[config.mk]
export PLATFORM = sky130hd
export DESIGN_NAME = cmd_bus_master
export DESIGN_NICKNAME = d
export VERILOG_FILES = /design/src/rtl/cmd_bus_pkg.sv /design/src/rtl/cmd_bus_timeout.sv /design/src/rtl/cmd_bus_master.sv
export SDC_FILE = /design/constraint.sdc
export NUM_CORES = 1
export LEC_CHECK = 0
export CAP_MARGIN = 20
export CORE_MARGIN = 2
export CORE_UTILIZATION = 30
export DETAILED_ROUTE_END_ITERATION = 10
export HOLD_SLACK_MARGIN = 0.05
export SETUP_SLACK_MARGIN = 0.4
export SLEW_MARGIN = 25
export SYNTH_ARGS = -nofsm -noshare
export SYNTH_HDL_FRONTEND = slang
export SYNTH_SLANG_ARGS = --single-unit
[constraint.sdc]
create_clock -name clk -period 2.85 [get_ports clk]
set_input_delay 0.285 -clock clk [delete_from_list [all_inputs] [get_ports clk]]
set_output_delay 0.285 -clock clk [all_outputs]
set_load 0.02 [all_outputs]
[src/rtl/cmd_bus_pkg.sv]
// Shared types and constants for the host-command Wishbone bus master.
package cmd_bus_pkg;

  localparam int CMD_W  = 34;
  localparam int DATA_W = 32;
  localparam int ADDR_W = 30;

  typedef enum logic [1:0] {
    OP_READ    = 2'b00,
    OP_WRITE   = 2'b01,
    OP_SETADDR = 2'b10,
    OP_ILLEGAL = 2'b11
  } opcode_e;

  localparam logic [1:0] RSP_READ    = 2'b00;
  localparam logic [1:0] RSP_WRITE   = 2'b01;
  localparam logic [1:0] RSP_SETADDR = 2'b10;
  localparam logic [1:0] RSP_ERROR   = 2'b11;

  localparam logic [DATA_W-1:0] ERR_BUS     = 32'h0000_0001;
  localparam logic [DATA_W-1:0] ERR_TIMEOUT = 32'h0000_0002;
  localparam logic [DATA_W-1:0] ERR_ILLEGAL = 32'h0000_0003;

  typedef enum logic [1:0] {
    ST_IDLE   = 2'b00,
    ST_DECODE = 2'b01,
    ST_BUS    = 2'b10,
    ST_RESP   = 2'b11
  } state_e;

  function automatic logic [CMD_W-1:0] mk_rsp(input logic [1:0] code,
                                               input logic [DATA_W-1:0] payload);
    return {code, payload};
  endfunction

endpackage

[src/rtl/cmd_bus_timeout.sv]
// Loadable down-counter that flags when a bus cycle has used up its wait budget.
module cmd_bus_timeout #(
  parameter int CNT_W = 8
) (
  input  logic             clk,
  input  logic             reset,
  input  logic             load_i,
  input  logic [CNT_W-1:0] load_val_i,
  input  logic             en_i,
  output logic             expired_o
);

  logic [CNT_W-1:0] cnt_q;
  logic [CNT_W-1:0] cnt_d;

  // NOTE: every variable assigned in always_comb gets a default first, so no path can infer a latch.
  always_comb begin
    cnt_d = cnt_q;
    if (load_i) begin
      cnt_d = load_val_i;
    end else if (en_i && (cnt_q != '0)) begin
      cnt_d = cnt_q - 1'b1;
    end
  end

  // NOTE: state registers use non-blocking assignments so every flop samples pre-edge values.
  always_ff @(posedge clk) begin
    if (reset) begin
      cnt_q <= '0;
    end else begin
      cnt_q <= cnt_d;
    end
  end

  // Loaded with budget-1, so zero is reached in the last permitted stb cycle.
  assign expired_o = (cnt_q == '0);

endmodule

[src/rtl/cmd_bus_master.sv]
// Turns 34-bit host command words into single Wishbone-classic transactions
// and returns exactly one response word per accepted command.
module cmd_bus_master
  import cmd_bus_pkg::*;
#(
  parameter int TIMEOUT_CYCLES = 255
) (
  input  logic              clk,
  input  logic              reset,
  input  logic              cmd_stb,
  input  logic [CMD_W-1:0]  cmd_word,
  output logic              cmd_busy,
  output logic              rsp_stb,
  output logic [CMD_W-1:0]  rsp_word,
  output logic              wb_cyc,
  output logic              wb_stb,
  output logic              wb_we,
  output logic [ADDR_W-1:0] wb_addr,
  output logic [DATA_W-1:0] wb_data_w,
  output logic [3:0]        wb_sel,
  input  logic              wb_ack,
  input  logic              wb_err,
  input  logic [DATA_W-1:0] wb_data_r
);

  localparam int TMO_W = (TIMEOUT_CYCLES > 1) ? $clog2(TIMEOUT_CYCLES) : 1;
  localparam logic [TMO_W-1:0] TMO_LOAD = TMO_W'(TIMEOUT_CYCLES - 1);

  state_e              state_q;
  logic [CMD_W-1:0]    cmd_q;
  logic [ADDR_W-1:0]   addr_q;
  logic                inc_q;
  logic                busy_q;
  logic                rsp_stb_q;
  logic [CMD_W-1:0]    rsp_word_q;
  logic                wb_cyc_q;
  logic                wb_stb_q;
  logic                wb_we_q;
  logic [ADDR_W-1:0]   wb_addr_q;
  logic [DATA_W-1:0]   wb_data_w_q;
  logic [3:0]          wb_sel_q;

  opcode_e             cmd_op;
  logic [ADDR_W-1:0]   set_addr_val;
  logic                tmo_expired;

  assign cmd_op = opcode_e'(cmd_q[33:32]);

  // Relative SET_ADDR wraps naturally in the 30-bit adder.
  assign set_addr_val = cmd_q[31] ? (addr_q + cmd_q[ADDR_W-1:0]) : cmd_q[ADDR_W-1:0];

  cmd_bus_timeout #(
    .CNT_W (TMO_W)
  ) u_timeout (
    .clk        (clk),
    .reset      (reset),
    .load_i     (state_q == ST_DECODE),
    .load_val_i (TMO_LOAD),
    .en_i       (state_q == ST_BUS),
    .expired_o  (tmo_expired)
  );

  always_ff @(posedge clk) begin
    if (reset) begin
      state_q     <= ST_IDLE;
      cmd_q       <= '0;
      addr_q      <= '0;
      inc_q       <= 1'b0;
      busy_q      <= 1'b0;
      rsp_stb_q   <= 1'b0;
      rsp_word_q  <= '0;
      wb_cyc_q    <= 1'b0;
      wb_stb_q    <= 1'b0;
      wb_we_q     <= 1'b0;
      wb_addr_q   <= '0;
      wb_data_w_q <= '0;
      wb_sel_q    <= 4'h0;
    end else begin
      rsp_stb_q <= 1'b0;
      case (state_q)
        ST_IDLE: begin
          if (cmd_stb) begin
            cmd_q   <= cmd_word;
            busy_q  <= 1'b1;
            state_q <= ST_DECODE;
          end
        end

        ST_DECODE: begin
          case (cmd_op)
            OP_SETADDR: begin
              addr_q     <= set_addr_val;
              inc_q      <= cmd_q[30];
              rsp_word_q <= mk_rsp(RSP_SETADDR, {2'b00, set_addr_val});
              rsp_stb_q  <= 1'b1;
              state_q    <= ST_RESP;
            end
            OP_WRITE, OP_READ: begin
              wb_cyc_q    <= 1'b1;
              wb_stb_q    <= 1'b1;
              wb_we_q     <= (cmd_op == OP_WRITE);
              wb_addr_q   <= addr_q;
              wb_data_w_q <= cmd_q[DATA_W-1:0];
              wb_sel_q    <= 4'hF;
              state_q     <= ST_BUS;
            end
            default: begin
              rsp_word_q <= mk_rsp(RSP_ERROR, ERR_ILLEGAL);
              rsp_stb_q  <= 1'b1;
              state_q    <= ST_RESP;
            end
          endcase
        end

        ST_BUS: begin
          // Error outranks a simultaneous ack; ack outranks an expiring budget.
          if (wb_err || wb_ack || tmo_expired) begin
            wb_cyc_q  <= 1'b0;
            wb_stb_q  <= 1'b0;
            wb_sel_q  <= 4'h0;
            rsp_stb_q <= 1'b1;
            state_q   <= ST_RESP;
            if (wb_err) begin
              rsp_word_q <= mk_rsp(RSP_ERROR, ERR_BUS);
            end else if (wb_ack) begin
              rsp_word_q <= wb_we_q ? mk_rsp(RSP_WRITE, {2'b00, wb_addr_q})
                                    : mk_rsp(RSP_READ, wb_data_r);
              if (inc_q) begin
                addr_q <= addr_q + 30'd1;
              end
            end else begin
              rsp_word_q <= mk_rsp(RSP_ERROR, ERR_TIMEOUT);
            end
          end
        end

        ST_RESP: begin
          busy_q  <= 1'b0;
          state_q <= ST_IDLE;
        end

        default: state_q <= ST_IDLE;
      endcase
    end
  end

  assign cmd_busy  = busy_q;
  assign rsp_stb   = rsp_stb_q;
  assign rsp_word  = rsp_word_q;
  assign wb_cyc    = wb_cyc_q;
  assign wb_stb    = wb_stb_q;
  assign wb_we     = wb_we_q;
  assign wb_addr   = wb_addr_q;
  assign wb_data_w = wb_data_w_q;
  assign wb_sel    = wb_sel_q;

endmodule

==> results.cfg <==
[logic_synthesis]
syn_area_um2 = 9630
syn_nets = 1390
synth_area_leader_cell = dfxtp_1
synth_top_flop_cell = dfxtp_1
synth_top_cell_area_share_pct = 36.4
seq_area_frac_synth_pct = 36.4
synthTopCellsByArea = dfxtp_1 (36%), nand2_1 (11%), a21oi_1 (9.9%)
async_reset_ff_share_pct = 0
synth_edf_count = 0
syn_area_per_cell_um2 = 7.51
yosys_warnings = 0
ys_ff_latch = 175
yosys.cell_types.count = 72
postSynthCellCount = 1282

[place]
dpl.hpwl_um = 24700
placement.io_buffers = 175
pre_cts_ws_ns = 0.142
place_congestion = 0.904
placedCellCount = 1825

[critical_path]
cp-start-kind = flop
crit_type = flop to flop
critPathRequiredTime_ns = 3.18
r2r_setup_slack_ns = 0.25
crit_arrival_ns = 2.92
worst_setup_path_end_kind = flop
crit_fanout = 3

[cells_and_area]
layout_commonest_cell = nand2_1
seqCellArea_um2 = 3540
multiInputGateArea_um2 = 6220
final_nets = 1567
synthToLayoutAreaGrowth_pct = 38.4
mostFrequentLayoutCells = nand2_1 (281), a21oi_1 (181), clkdlybuf4s50_1 (174), dfxtp_1 (158), nor2_1 (84)
instances_no_fill = 1872
antenna_cells = 0
nFillCells = 3187
drive_above_1_share_pct = 15.4

[grt]
grt_max_degree = 84
grt-ovfl-total = 0
track_usage_pct = 20.5
grt_pass1_vias = 9665
grt_pass1_wl_um = 53900
antenna_found_initial = 0

[job]
drv_cap = 0

[floorplan]
dieArea_um2 = 33600
start_util_pct = 30.5
rows = 65
die_w_um = 183
die_h_um = 183
fp.coreArea_um2 = 31600
ios = 176

[pwr]
ir_worst_vdd_v = 0.000515
leakage_nw = 4.73
power.density_nw_per_um2 = 842

[clocking]
clk_latency_ns = 0.45
clock_sinks = 175
clockBufferDepth = 2
cts_buffers = 17
cts_max_level = 4
cts_tree = built
root_buffer = clkbuf_16
clk_pin_slew_ns = 0.07

[drt]
antenna_left = 0
first_iter_violations = 599
totalWireLength_um = 34900
vias_per_cell = 5.31
dr.pass1.iters = 6
drc = 0
via_count = 9935
wl_per_cell_um = 18.6

[timing]
period_needed_ns = 2.60
hold_violations = 0
clock_skew_ns = 0.0165
slew_headroom_pct = 39.0
tns_ns = 0
setup_violations = 0
fmax_mhz = 385
setup_slack_ns = 0.254
period_share_pct = 91.1
slew_viol_final = 0
tightest_slew_ns = 0.914
rsz0062_at_grt = yes

[min_path]
min_path_type = input port to flop

[run_status]
status = completed
## per-layer routing
layer,part of all wire (%),track usage [%],vias to the layer above
li1,-,-,4869
met1,44,26.3,4693
met2,47,34.5,321
met3,6.2,4.29,52
met4,2.0,6.02,0
met5,0,0,-
## final timing paths
kind	end	start	cells past startpoint
setup reg to reg	rsp_word[26]	addr_q[0]	11
hold / removal	rsp_word[4]	reset	2
hold reg to reg	wb_data_w[23]	wb_data_w[23]	2
setup / recovery	rsp_word[26]	addr_q[0]	11
## critical path, stage by stage (launching register included)
cell and delay, ns:
dfxtp_4 0.36, ha_4 0.16, fa_2 0.40, a211oi_4 0.27
o21bai_4 0.11, a31oi_4 0.17, a211o_1 0.23, a21oi_2 0.07
o31ai_2 0.24, xor2_1 0.22, a211oi_2 0.10, o21bai_1 0.16
## what timing repair did
item / CTS / global route
resized for setup: 44 / 90
hold buffers: 0 / 0
buffers inserted: 4 / 13
pin swaps: 29 / 53
setup endpoints to repair: 40 / 49
## area by class of cell
cell class,instances,area share [%]
Timing Repair Buffer,249,18.0
Sequential cell,175,26.5
Clock buffer,21,3.53
Clock inverter,9,1.01
Inverter,18,0.507
Tap cell,402,3.77
Multi-Input combinational cell,998,46.6
## power breakdown
part	switching [W]	internal (W)	total [W]	leakage [nW]
Combinational	0.00321	0.00203	0.00524	3.00
Sequential	0.000525	0.00296	0.00349	1.43
Clock	0.00106	0.00144	0.00250	0.299
Total	0.00479	0.00644	0.0112	4.73
## cell usage after synthesis (7+ instances only)
library cell and instances:
o21bai_1 10, o21a_1 7, nand2_1 285, mux2i_1 44
o22ai_1 8, ha_1 36, a21o_1 16, and3_1 8
xnor2_1 16, nand3_1 25, nor4_1 10, clkbuf_1 75
a211oi_1 17, xor2_1 10, a31oi_1 12, nand4_1 8
dfxtp_1 175, inv_1 18, o21ai_0 78, nor2_1 92
nor3_1 26, a221oi_1 10, a21oi_1 191
## logic make-up (layout without fill, tap and decap cells)
kind of cell	count (synthesis)	after routing	share of synthesized area [%]
and+or+nand+nor	487	487	21.5
AOI/OAI and AO/OA	400	400	25.2
DFF	175	175	36.4
buffers and inverters	109	297	4.63
muxes	47	47	4.92
adders and majority gates	37	37	4.89
xor gates and xnor gates	27	27	2.53
## flip-flops by register name, summed over array words and instances (netlist names)
register         count
state_q              2
addr_q              30
wb_addr             30
inc_q                1
wb_data_w           32
rsp_stb              1
rsp_word            34
cmd_busy             1
wb_sel               1
u_timeout.cnt_q      8
cmd_q               34
wb_we                1
## metrics by stage
stage	power [W]	instance area, um2	utilization (%)	hold WS (ns)
2_1_floorplan	0.00636	9650	-	0.421
3_3_place_gp	0.00829	12000	38.1	0.443
3_5_place_dp	0.00836	12000	38.1	0.449
4_1_cts	0.0110	12900	40.7	0.227
5_1_grt	0.0119	13300	42.3	0.248
6_report	0.0112	13300	42.3	0.235
No activity file was read; power rests on OpenSTA's default activity.
